`config.mk`:
```
export PLATFORM = sky130hd
export DESIGN_NAME = id_hazard_ctrl
export DESIGN_NICKNAME = d
export VERILOG_FILES = /design/src/rtl/id_hazard_ctrl.sv
export SDC_FILE = /design/constraint.sdc
export NUM_CORES = 1
export LEC_CHECK = 0
export ABC_CLOCK_PERIOD_IN_PS = 4000
export BUFFER_PORTS_ARGS = -buffer_cell sky130_fd_sc_hd__buf_2
export CAP_MARGIN = 30
export CELL_PAD_IN_SITES_DETAIL_PLACEMENT = 1
export CELL_PAD_IN_SITES_GLOBAL_PLACEMENT = 1
export CORE_MARGIN = 2
export CORE_UTILIZATION = 27
export CTS_CLUSTER_SIZE = 30
export DETAILED_ROUTE_END_ITERATION = 10
export PLACE_DENSITY = 0.89
export SYNTH_ARGS = -nofsm -noshare
export SYNTH_HDL_FRONTEND = slang
export SYNTH_SLANG_ARGS = --single-unit
```
`constraint.sdc`:
```
create_clock -name CLK -period 4 [get_ports CLK]
set_input_delay 0.4 -clock CLK [delete_from_list [all_inputs] [get_ports CLK]]
set_output_delay 0.4 -clock CLK [all_outputs]
set_load 0.03 [all_outputs]
```
`src/rtl/id_hazard_ctrl.sv`:
```
// Decode-stage hazard/forwarding controller with RUN/FLUSH/MEMWAIT sequencing.
// Define ID_HAZARD_PERF_EN to build the saturating stall/flush counters.
module id_hazard_ctrl #(
  parameter int CNT_W = 16
) (
  input  logic             CLK,
  input  logic             RST,
  input  logic [4:0]       IfId_AddrRs,
  input  logic [4:0]       IfId_AddrRt,
  input  logic             IfId_UsesRt,
  input  logic             IdEx_RegWrite,
  input  logic             IdEx_MemRead,
  input  logic [4:0]       IdEx_WrAddr,
  input  logic             ExMem_RegWrite,
  input  logic             ExMem_MemRead,
  input  logic [4:0]       ExMem_WrAddr,
  input  logic             MemWb_RegWrite,
  input  logic [4:0]       MemWb_WrAddr,
  input  logic             Branch_Taken,
  input  logic             Jump,
  input  logic             Mem_Busy,
  output logic             Stall,
  output logic             PC_Hold,
  output logic             IfId_Hold,
  output logic             IfId_Flush,
  output logic             Pipe_Freeze,
  output logic [1:0]       Fwd_IfId_Rs,
  output logic [1:0]       Fwd_IfId_Rt,
  output logic [CNT_W-1:0] Stall_Cnt,
  output logic [CNT_W-1:0] Flush_Cnt
);

  typedef enum logic [1:0] {RUN, FLUSH, MEMWAIT} state_t;

  state_t state, state_nxt;
  logic   rs_idex, rt_idex, rs_exmem, rt_exmem, rs_memwb, rt_memwb;
  logic   haz, redirect;

  function automatic logic src_match(input logic we, input logic [4:0] wa,
                                     input logic [4:0] src);
    return we && (wa == src) && (src != 5'd0);
  endfunction

  function automatic logic [1:0] fwd_sel(input logic exmem_hit, input logic memwb_hit);
    if (exmem_hit && !ExMem_MemRead) return 2'b10;
    else if (memwb_hit)              return 2'b01;
    else                             return 2'b00;
  endfunction

  // Rt only participates when the decode instruction actually reads it.
  assign rs_idex  = src_match(IdEx_RegWrite,  IdEx_WrAddr,  IfId_AddrRs);
  assign rt_idex  = src_match(IdEx_RegWrite,  IdEx_WrAddr,  IfId_AddrRt) && IfId_UsesRt;
  assign rs_exmem = src_match(ExMem_RegWrite, ExMem_WrAddr, IfId_AddrRs);
  assign rt_exmem = src_match(ExMem_RegWrite, ExMem_WrAddr, IfId_AddrRt) && IfId_UsesRt;
  assign rs_memwb = src_match(MemWb_RegWrite, MemWb_WrAddr, IfId_AddrRs);
  assign rt_memwb = src_match(MemWb_RegWrite, MemWb_WrAddr, IfId_AddrRt) && IfId_UsesRt;

  // A load still in EX/MEM has no data to forward yet, so it stalls too.
  assign haz      = rs_idex || rt_idex || ((rs_exmem || rt_exmem) && ExMem_MemRead);
  assign redirect = Branch_Taken || Jump;

  always_ff @(posedge CLK) begin
    if (RST) state <= RUN;
    else     state <= state_nxt;
  end

  always_comb begin
    state_nxt = state;
    case (state)
      RUN: begin
        if (Mem_Busy)      state_nxt = MEMWAIT;
        else if (haz)      state_nxt = RUN;
        else if (redirect) state_nxt = FLUSH;
        else               state_nxt = RUN;
      end
      FLUSH:   state_nxt = Mem_Busy ? MEMWAIT : RUN;
      MEMWAIT: state_nxt = Mem_Busy ? MEMWAIT : RUN;
      default: state_nxt = RUN;
    endcase
  end

  always_comb begin
    Stall       = 1'b0;
    PC_Hold     = 1'b0;
    IfId_Hold   = 1'b0;
    IfId_Flush  = 1'b0;
    Pipe_Freeze = 1'b0;
    if (RST) begin
      Stall     = 1'b1;
      PC_Hold   = 1'b1;
      IfId_Hold = 1'b1;
    end else begin
      case (state)
        RUN: begin
          if (!Mem_Busy && haz) begin
            Stall     = 1'b1;
            PC_Hold   = 1'b1;
            IfId_Hold = 1'b1;
          end else if (!Mem_Busy && redirect) begin
            IfId_Flush = 1'b1;
          end
        end
        FLUSH: begin
          if (!Mem_Busy && haz) begin
            Stall     = 1'b1;
            PC_Hold   = 1'b1;
            IfId_Hold = 1'b1;
          end
        end
        MEMWAIT: begin
          Pipe_Freeze = 1'b1;
          PC_Hold     = 1'b1;
          IfId_Hold   = 1'b1;
        end
        default: ;
      endcase
    end
  end

  assign Fwd_IfId_Rs = Stall ? 2'b00 : fwd_sel(rs_exmem, rs_memwb);
  assign Fwd_IfId_Rt = Stall ? 2'b00 : fwd_sel(rt_exmem, rt_memwb);

`ifdef ID_HAZARD_PERF_EN
  logic [CNT_W-1:0] stall_cnt, flush_cnt;

  function automatic logic [CNT_W-1:0] sat_inc(input logic [CNT_W-1:0] v);
    return (&v) ? v : v + 1'b1;
  endfunction

  always_ff @(posedge CLK) begin
    if (RST) begin
      stall_cnt <= '0;
      flush_cnt <= '0;
    end else begin
      if (Stall || Pipe_Freeze) stall_cnt <= sat_inc(stall_cnt);
      if (IfId_Flush)           flush_cnt <= sat_inc(flush_cnt);
    end
  end

  assign Stall_Cnt = stall_cnt;
  assign Flush_Cnt = flush_cnt;
`else
  assign Stall_Cnt = '0;
  assign Flush_Cnt = '0;
`endif

endmodule

```
==> flow_metrics.env, run 1 <==
export IMPL_clk_latency_ns=0.23
export IMPL_avgViaCountPerCell=4.23
export IMPL_avgRoutedWirePerCell_um=12.1
export IMPL_timing_critical_path_fanout_max=5
export IMPL_grt_start_max_net_pins=10
export IMPL_design_core_area_um2=3310
export IMPL_die_width_um=62.4
export IMPL_final_layout_size_suffix_gt1_share_pct=32.3
export IMPL_setup_repair_after_global_routing_missed_its_margin="no"
export IMPL_ant_nets=0
export IMPL_count_of_inserted_antenna_diode_cells=0
export IMPL_finalWirelength_um=2510
export IMPL_cp_slowest_cell="sky130_fd_sc_hd__or4_1"
export IMPL_drc=0
export IMPL_startpoint_type="input pin"
export IMPL_clk_path_buf_depth=2
export IMPL_commonest_non_fill_non_tap_cell_in_the_layout="sky130_fd_sc_hd__buf_2"
export IMPL_critPathMaxStageDelay_ns=0.56
export IMPL_fin_area_um2=1080
export IMPL_highest_clock_rate_mhz=382
export IMPL_ys_async_sr_fraction_pct=0
export IMPL_synth_edf_count=0
export IMPL_setup_worst_path_class="in -> out"
export IMPL_placed_area_um2=1060
export IMPL_crit_reg2reg_launch="state[1]$_SDFF_PP0_"
export IMPL_die_height_um=62.4
export IMPL_power_density_nw_per_um2=185
export IMPL_timing_final_setup_violations=0
export IMPL_initial_utilization_pct=27.8
export IMPL_ir_drop_uv=56.1
export IMPL_synth_seq_cells=2
export IMPL_final_max_slew_viol_count=0
export IMPL_hold_bufs_inserted_after_cts=0
export IMPL_gp_congestion=0.827
export IMPL_fin_setup_tns_ns=0
export IMPL_yosysWarnings=0
export IMPL_syn_area_per_cell_um2=7.79
export IMPL_post_dp_hpwl_um=2230
export IMPL_static_leakage_power_nw=0.523
export IMPL_dr_pass1_iters=2
export IMPL_clock_tree_from_tritoncts="done"
export IMPL_boundaryPins=77
export IMPL_drt_iter0_drcs=14
export IMPL_required_ns=3.60
export IMPL_cts_resized=0
export IMPL_grt_util_overall_pct=12.4
export IMPL_final_cell_mix="43 x sky130_fd_sc_hd__buf_2, 32 x sky130_fd_sc_hd__conb_1, 16 x sky130_fd_sc_hd__xor2_1"
export IMPL_area_taken_by_flip_flops_and_latches_um2=40.0
export IMPL_hold_path_cell_count=2
export IMPL_dr_total_vias=875
export IMPL_mappedNetlistArea_um2=920
export IMPL_clk_transition_reported_paths_ns=0.03
export IMPL_rows=21
export IMPL_layout_area_overhead_vs_synth_pct=17.4
export IMPL_hold_crit_start="RST"
export IMPL_post_cts_buffers=0
export IMPL_final_net_count=203
export IMPL_number_of_antenna_violations_at_the_first_check_in_global_routing=0
export IMPL_layout_top_registers="state: 2 flops"
export IMPL_total_area_of_multi_input_combinational_cells_um2=733
export IMPL_globalRouteOverflowTotal=0
export IMPL_ys_types=28
export IMPL_syn_instance_count=118
export IMPL_worst_r2r_path_depth=5
export IMPL_grt_pass1_vias=843
export IMPL_max_cap_viol_count=0
export IMPL_worst_endpoint_arrival_ns=2.22
export IMPL_fraction_of_the_cycle_the_final_worst_path_needs_pct=65.4
export IMPL_die_area_um2=3890
export IMPL_tritoncts_buffer_count=3
export IMPL_hold_viol=0
export IMPL_min_delay_path_class="in -> reg"
export IMPL_yosysSeqAreaShare_pct=4.35
export IMPL_period_needed_ns=2.62
export IMPL_largest_register_ff_count=2
export IMPL_skew_ns=0.00668
export IMPL_timing_critical_path_from="IfId_AddrRs[2]"
export IMPL_regMostFlops="state"
export IMPL_p_total_w=0.000200
export IMPL_fillers=464
export IMPL_setup_worst_path_end_class="output pin"
export IMPL_clk_root_buffer_cell="sky130_fd_sc_hd__clkbuf_4"
export IMPL_grt_first_pass_wirelength_um=3860
export IMPL_synthFlopType="sky130_fd_sc_hd__dfxtp_1"
export IMPL_run_status="complete, no violations"
export IMPL_tritoncts_num_sinks=2
export IMPL_crit_chain="buf_2, or4_1, nor2_2, or4_1, nand2_1, a2111oi_2, buf_2"
export IMPL_cts_htree_levels=1
export IMPL_io_buffer_count=43
==> report_power, final <==
| group | internal (W) | switching, W | total, W |
|---|---|---|---|
| registers | 0.0000216 | 0.00000148 | 0.0000230 |
| logic | 0.0000396 | 0.0000922 | 0.000132 |
| clock network | 0.0000331 | 0.0000119 | 0.0000450 |
| total | 0.0000943 | 0.000106 | 0.000200 |
==> worst paths after layout <==
| check | slack, ns | end |
|---|---|---|
| worst max-delay path | 1.38 | IfId_Flush |
| worst min-delay path | 0.48 | state[1]$_SDFF_PP0_ |
| worst max register to register | 2.52 | state[0]$_SDFF_PP0_ |
| worst min register to register | 0.64 | state[1]$_SDFF_PP0_ |
==> synthesized netlist by cell type (2+ instances only) <==
cell type                   instances  area (µm²)
sky130_fd_sc_hd__or4_1              3        22.5
sky130_fd_sc_hd__nor4_2             2        25.0
sky130_fd_sc_hd__nor2_2             2        12.5
sky130_fd_sc_hd__dfxtp_1            2        40.0
sky130_fd_sc_hd__nor2b_1            2        12.5
sky130_fd_sc_hd__o211ai_1           2        15.0
sky130_fd_sc_hd__or3_1              2        12.5
sky130_fd_sc_hd__nor2_1             3        11.3
sky130_fd_sc_hd__nand3_1            3        15.0
sky130_fd_sc_hd__xnor2_1           14         123
sky130_fd_sc_hd__xor2_1            16         140
sky130_fd_sc_hd__o2111ai_1          3        26.3
sky130_fd_sc_hd__buf_4             33         248
sky130_fd_sc_hd__nand2_1            3        11.3
sky130_fd_sc_hd__nor4_1             5        31.3
sky130_fd_sc_hd__inv_1              3        11.3
sky130_fd_sc_hd__nor3_1             4        20.0
sky130_fd_sc_hd__nand4_1            2        12.5
sky130_fd_sc_hd__a21oi_1            2        10.0
sky130_fd_sc_hd__ha_1               4        50.1
==> cells by family (layout without fill, tap and decap cells) <==
logic type	Yosys count	count (layout)	share of synthesized area, %
simple gates	33	33	21.9
xor+xnor	30	30	28.6
flops	2	2	4.35
buf+inv	37	49	28.6
compound gates	11	11	10.7
fa+ha+maj	4	4	5.44
other cells	1	32	0.408
==> worst max-delay path, delay by kind of cell <==
family | cells | cell delay [ns]
compound gates | 1 | 0.37
buf+inv | 2 | 0.39
simple gates | 4 | 1.06
==> layer usage <==
metal	track usage, %	wire (µm)	up-vias
met1	13.2	953	393
met2	24.6	1340	48
met5	0	0	-
met3	3.08	210	0
li1	-	-	434
met4	2.50	0	0
==> stage by stage <==
stage | hold slack, ns | cells | util, % | setup WS (ns)
3_3_place_gp | 0.616 | 204 | 31.9 | 1.39
6_report | 0.483 | 207 | 32.6 | 1.38
3_5_place_dp | 0.644 | 204 | 31.9 | 1.35
5_1_grt | 0.511 | 207 | 32.6 | 1.27
2_1_floorplan | 0.479 | 149 | - | 1.30
4_1_cts | 0.473 | 207 | 32.6 | 1.35
==> final cells by class <==
type	count	area share, %
inverters	3	1.04
well taps	46	5.33
multi-input cells	110	67.9
clock buffers	3	2.09
repair buffers	43	19.9
flip-flops and latches	2	3.71
Power figures use the tool's default switching activity.
==> run 2, diff against run 1 <==
==> config.mk (replaced) <==
export PLATFORM = sky130hd
export DESIGN_NAME = id_hazard_ctrl
export DESIGN_NICKNAME = d
export VERILOG_FILES = /design/src/rtl/id_hazard_ctrl.sv
export SDC_FILE = /design/constraint.sdc
export NUM_CORES = 1
export LEC_CHECK = 0
export ABC_CLOCK_PERIOD_IN_PS = 2600
export BUFFER_PORTS_ARGS = -buffer_cell sky130_fd_sc_hd__buf_2
export CAP_MARGIN = 30
export CELL_PAD_IN_SITES_DETAIL_PLACEMENT = 1
export CELL_PAD_IN_SITES_GLOBAL_PLACEMENT = 1
export CORE_MARGIN = 2
export CORE_UTILIZATION = 25
export CTS_CLUSTER_SIZE = 30
export DETAILED_ROUTE_END_ITERATION = 10
export PLACE_DENSITY = 0.84
export SYNTH_ARGS = -nofsm -noshare
export SYNTH_HDL_FRONTEND = slang
export SYNTH_SLANG_ARGS = --single-unit
==> constraint.sdc (replaced) <==
create_clock -name CLK -period 2.6 [get_ports CLK]
set_input_delay 0.26 -clock CLK [delete_from_list [all_inputs] [get_ports CLK]]
set_output_delay 0.26 -clock CLK [all_outputs]
set_load 0.03 [all_outputs]
==> flow_metrics.env, run 2 (synthesis gave the netlist of run 1 again) <==
export IMPL_run_status="complete, no violations"
export IMPL_die_area_um2=4180
export IMPL_final_max_slew_viol_count=0
export IMPL_timing_critical_path_from="IfId_AddrRs[2]"
export IMPL_clk_transition_reported_paths_ns=0.03
export IMPL_post_cts_buffers=0
export IMPL_grt_pass1_vias=856
export IMPL_cts_resized=0
export IMPL_static_leakage_power_nw=0.531
export IMPL_clk_latency_ns=0.21
export IMPL_min_delay_path_class="in -> reg"
export IMPL_timing_critical_path_to="IfId_Flush"
export IMPL_ir_drop_uv=128
export IMPL_clk_root_buffer_cell="sky130_fd_sc_hd__clkbuf_8"
export IMPL_finalWirelength_um=2460
export IMPL_avgViaCountPerCell=4.21
export IMPL_critPathMaxStageDelay_ns=0.54
export IMPL_setup_worst_path_end_class="output pin"
export IMPL_crit_reg2reg_launch="state[1]$_SDFF_PP0_"
export IMPL_hold_viol=0
export IMPL_boundaryPins=77
export IMPL_power_density_nw_per_um2=326
export IMPL_fraction_of_the_cycle_the_final_worst_path_needs_pct=88.4
export IMPL_regMostFlops="state"
export IMPL_fin_setup_tns_ns=0
export IMPL_dr_pass1_iters=4
export IMPL_grt_first_pass_wirelength_um=3930
export IMPL_drt_iter0_drcs=21
export IMPL_globalRouteOverflowTotal=0
export IMPL_io_buffer_count=43
export IMPL_drc=0
export IMPL_final_layout_size_suffix_gt1_share_pct=32.3
export IMPL_dr_total_vias=880
export IMPL_timing_final_setup_violations=0
export IMPL_rows=22
export IMPL_largest_register_ff_count=2
export IMPL_grt_util_overall_pct=12.1
export IMPL_crit_reg2reg_capture="state[0]$_SDFF_PP0_"
export IMPL_startpoint_type="input pin"
export IMPL_die_height_um=64.7
export IMPL_layout_top_registers="state: 2 flops"
export IMPL_grt_start_max_net_pins=10
export IMPL_highest_clock_rate_mhz=435
export IMPL_avgRoutedWirePerCell_um=11.8
export IMPL_clock_tree_from_tritoncts="done"
export IMPL_clk_path_buf_depth=2
export IMPL_period_needed_ns=2.30
export IMPL_timing_critical_path_fanout_max=5
export IMPL_worst_hold_slack_ns=0.359
export IMPL_layout_area_overhead_vs_synth_pct=19.7
export IMPL_count_of_inserted_antenna_diode_cells=0
export IMPL_max_cap_viol_count=0
export IMPL_post_dp_hpwl_um=2250
export IMPL_tritoncts_buffer_count=3
export IMPL_final_cell_mix="43 x sky130_fd_sc_hd__buf_2, 32 x sky130_fd_sc_hd__conb_1, 16 x sky130_fd_sc_hd__xor2_1"
export IMPL_initial_utilization_pct=25.5
export IMPL_hold_bufs_inserted_after_cts=0
export IMPL_tritoncts_num_sinks=2
export IMPL_setup_reg_to_reg_worst_slack_ns=1.17
export IMPL_die_width_um=64.7
export IMPL_worst_endpoint_arrival_ns=2.04
export IMPL_final_net_count=203
export IMPL_gp_congestion=0.808
export IMPL_crit_chain="buf_2, or4_1, nor2_2, or4_1, nand2_1, a2111oi_2, buf_2"
export IMPL_cts_htree_levels=1
export IMPL_design_core_area_um2=3610
export IMPL_setup_repair_after_global_routing_missed_its_margin="no"
export IMPL_setup_worst_path_class="in -> out"
export IMPL_required_ns=2.34
export IMPL_skew_ns=0.00189
export IMPL_ant_nets=0
export IMPL_cp_slowest_cell="sky130_fd_sc_hd__or4_1"
export IMPL_number_of_antenna_violations_at_the_first_check_in_global_routing=0
export IMPL_commonest_non_fill_non_tap_cell_in_the_layout="sky130_fd_sc_hd__buf_2"
export IMPL_worst_r2r_path_depth=5
==> run 2: cell count changes in the layout (fill, tap and decap cells not counted) <==
cell and change:
sky130_fd_sc_hd__clkbuf_8 +3, sky130_fd_sc_hd__clkbuf_4 -3
==> run 2: cell type report <==
class | instances | area (µm²)
fillers | 487 | 2500
clock buffers | 3 | 41.3
multi-input cells | 110 | 733
inverters | 3 | 11.3
repair buffers | 43 | 215
well taps | 48 | 60.1
flip-flops and latches | 2 | 40.0
==> run 2: layer usage <==
metal  up-vias  routed length [µm]  track usage [%]
li1        433                   -                -
met1       395                 931             14.2
met2        46                1290             21.9
met3         6                 211             3.13
met4         0                  28             2.93
met5         -                   0                0
==> run 2: metrics by stage <==
stage	instance area [µm²]	power (W)	instances	worst slack, ns	util (%)
2_1_floorplan	1040	0.000211	149	0.180	-
3_3_place_gp	1060	0.000233	206	0.308	29.4
3_5_place_dp	1060	0.000238	206	0.279	29.4
4_1_cts	1100	0.000363	209	0.283	30.5
5_1_grt	1100	0.000387	209	0.205	30.5
6_report	1100	0.000359	209	0.301	30.5
==> run 2: how the worst min path moves through the flow <==
stage / from / endpoint / slack, ns / cells past startpoint
floorplan: RST / state[1]$_SDFF_PP0_ / 0.34 / 1
global placement: RST / state[1]$_SDFF_PP0_ / 0.56 / 2
detailed placement: RST / state[1]$_SDFF_PP0_ / 0.57 / 2
CTS: RST / state[1]$_SDFF_PP0_ / 0.36 / 2
global route: RST / state[1]$_SDFF_PP0_ / 0.39 / 2
finish: RST / state[1]$_SDFF_PP0_ / 0.36 / 2
==> run 2: where the power goes <==
part	total, W	internal (W)	switching (W)
clock network	0.000122	0.0000979	0.0000245
logic	0.000201	0.0000609	0.000140
registers	0.0000354	0.0000332	0.00000216
==> run 2: worst max-delay path, delay by kind of cell <==
kind	cells	cell delay [ns]
AOI/OAI and AO/OA	1	0.36
buffers and inverters	2	0.38
and+or+nand+nor	4	1.03
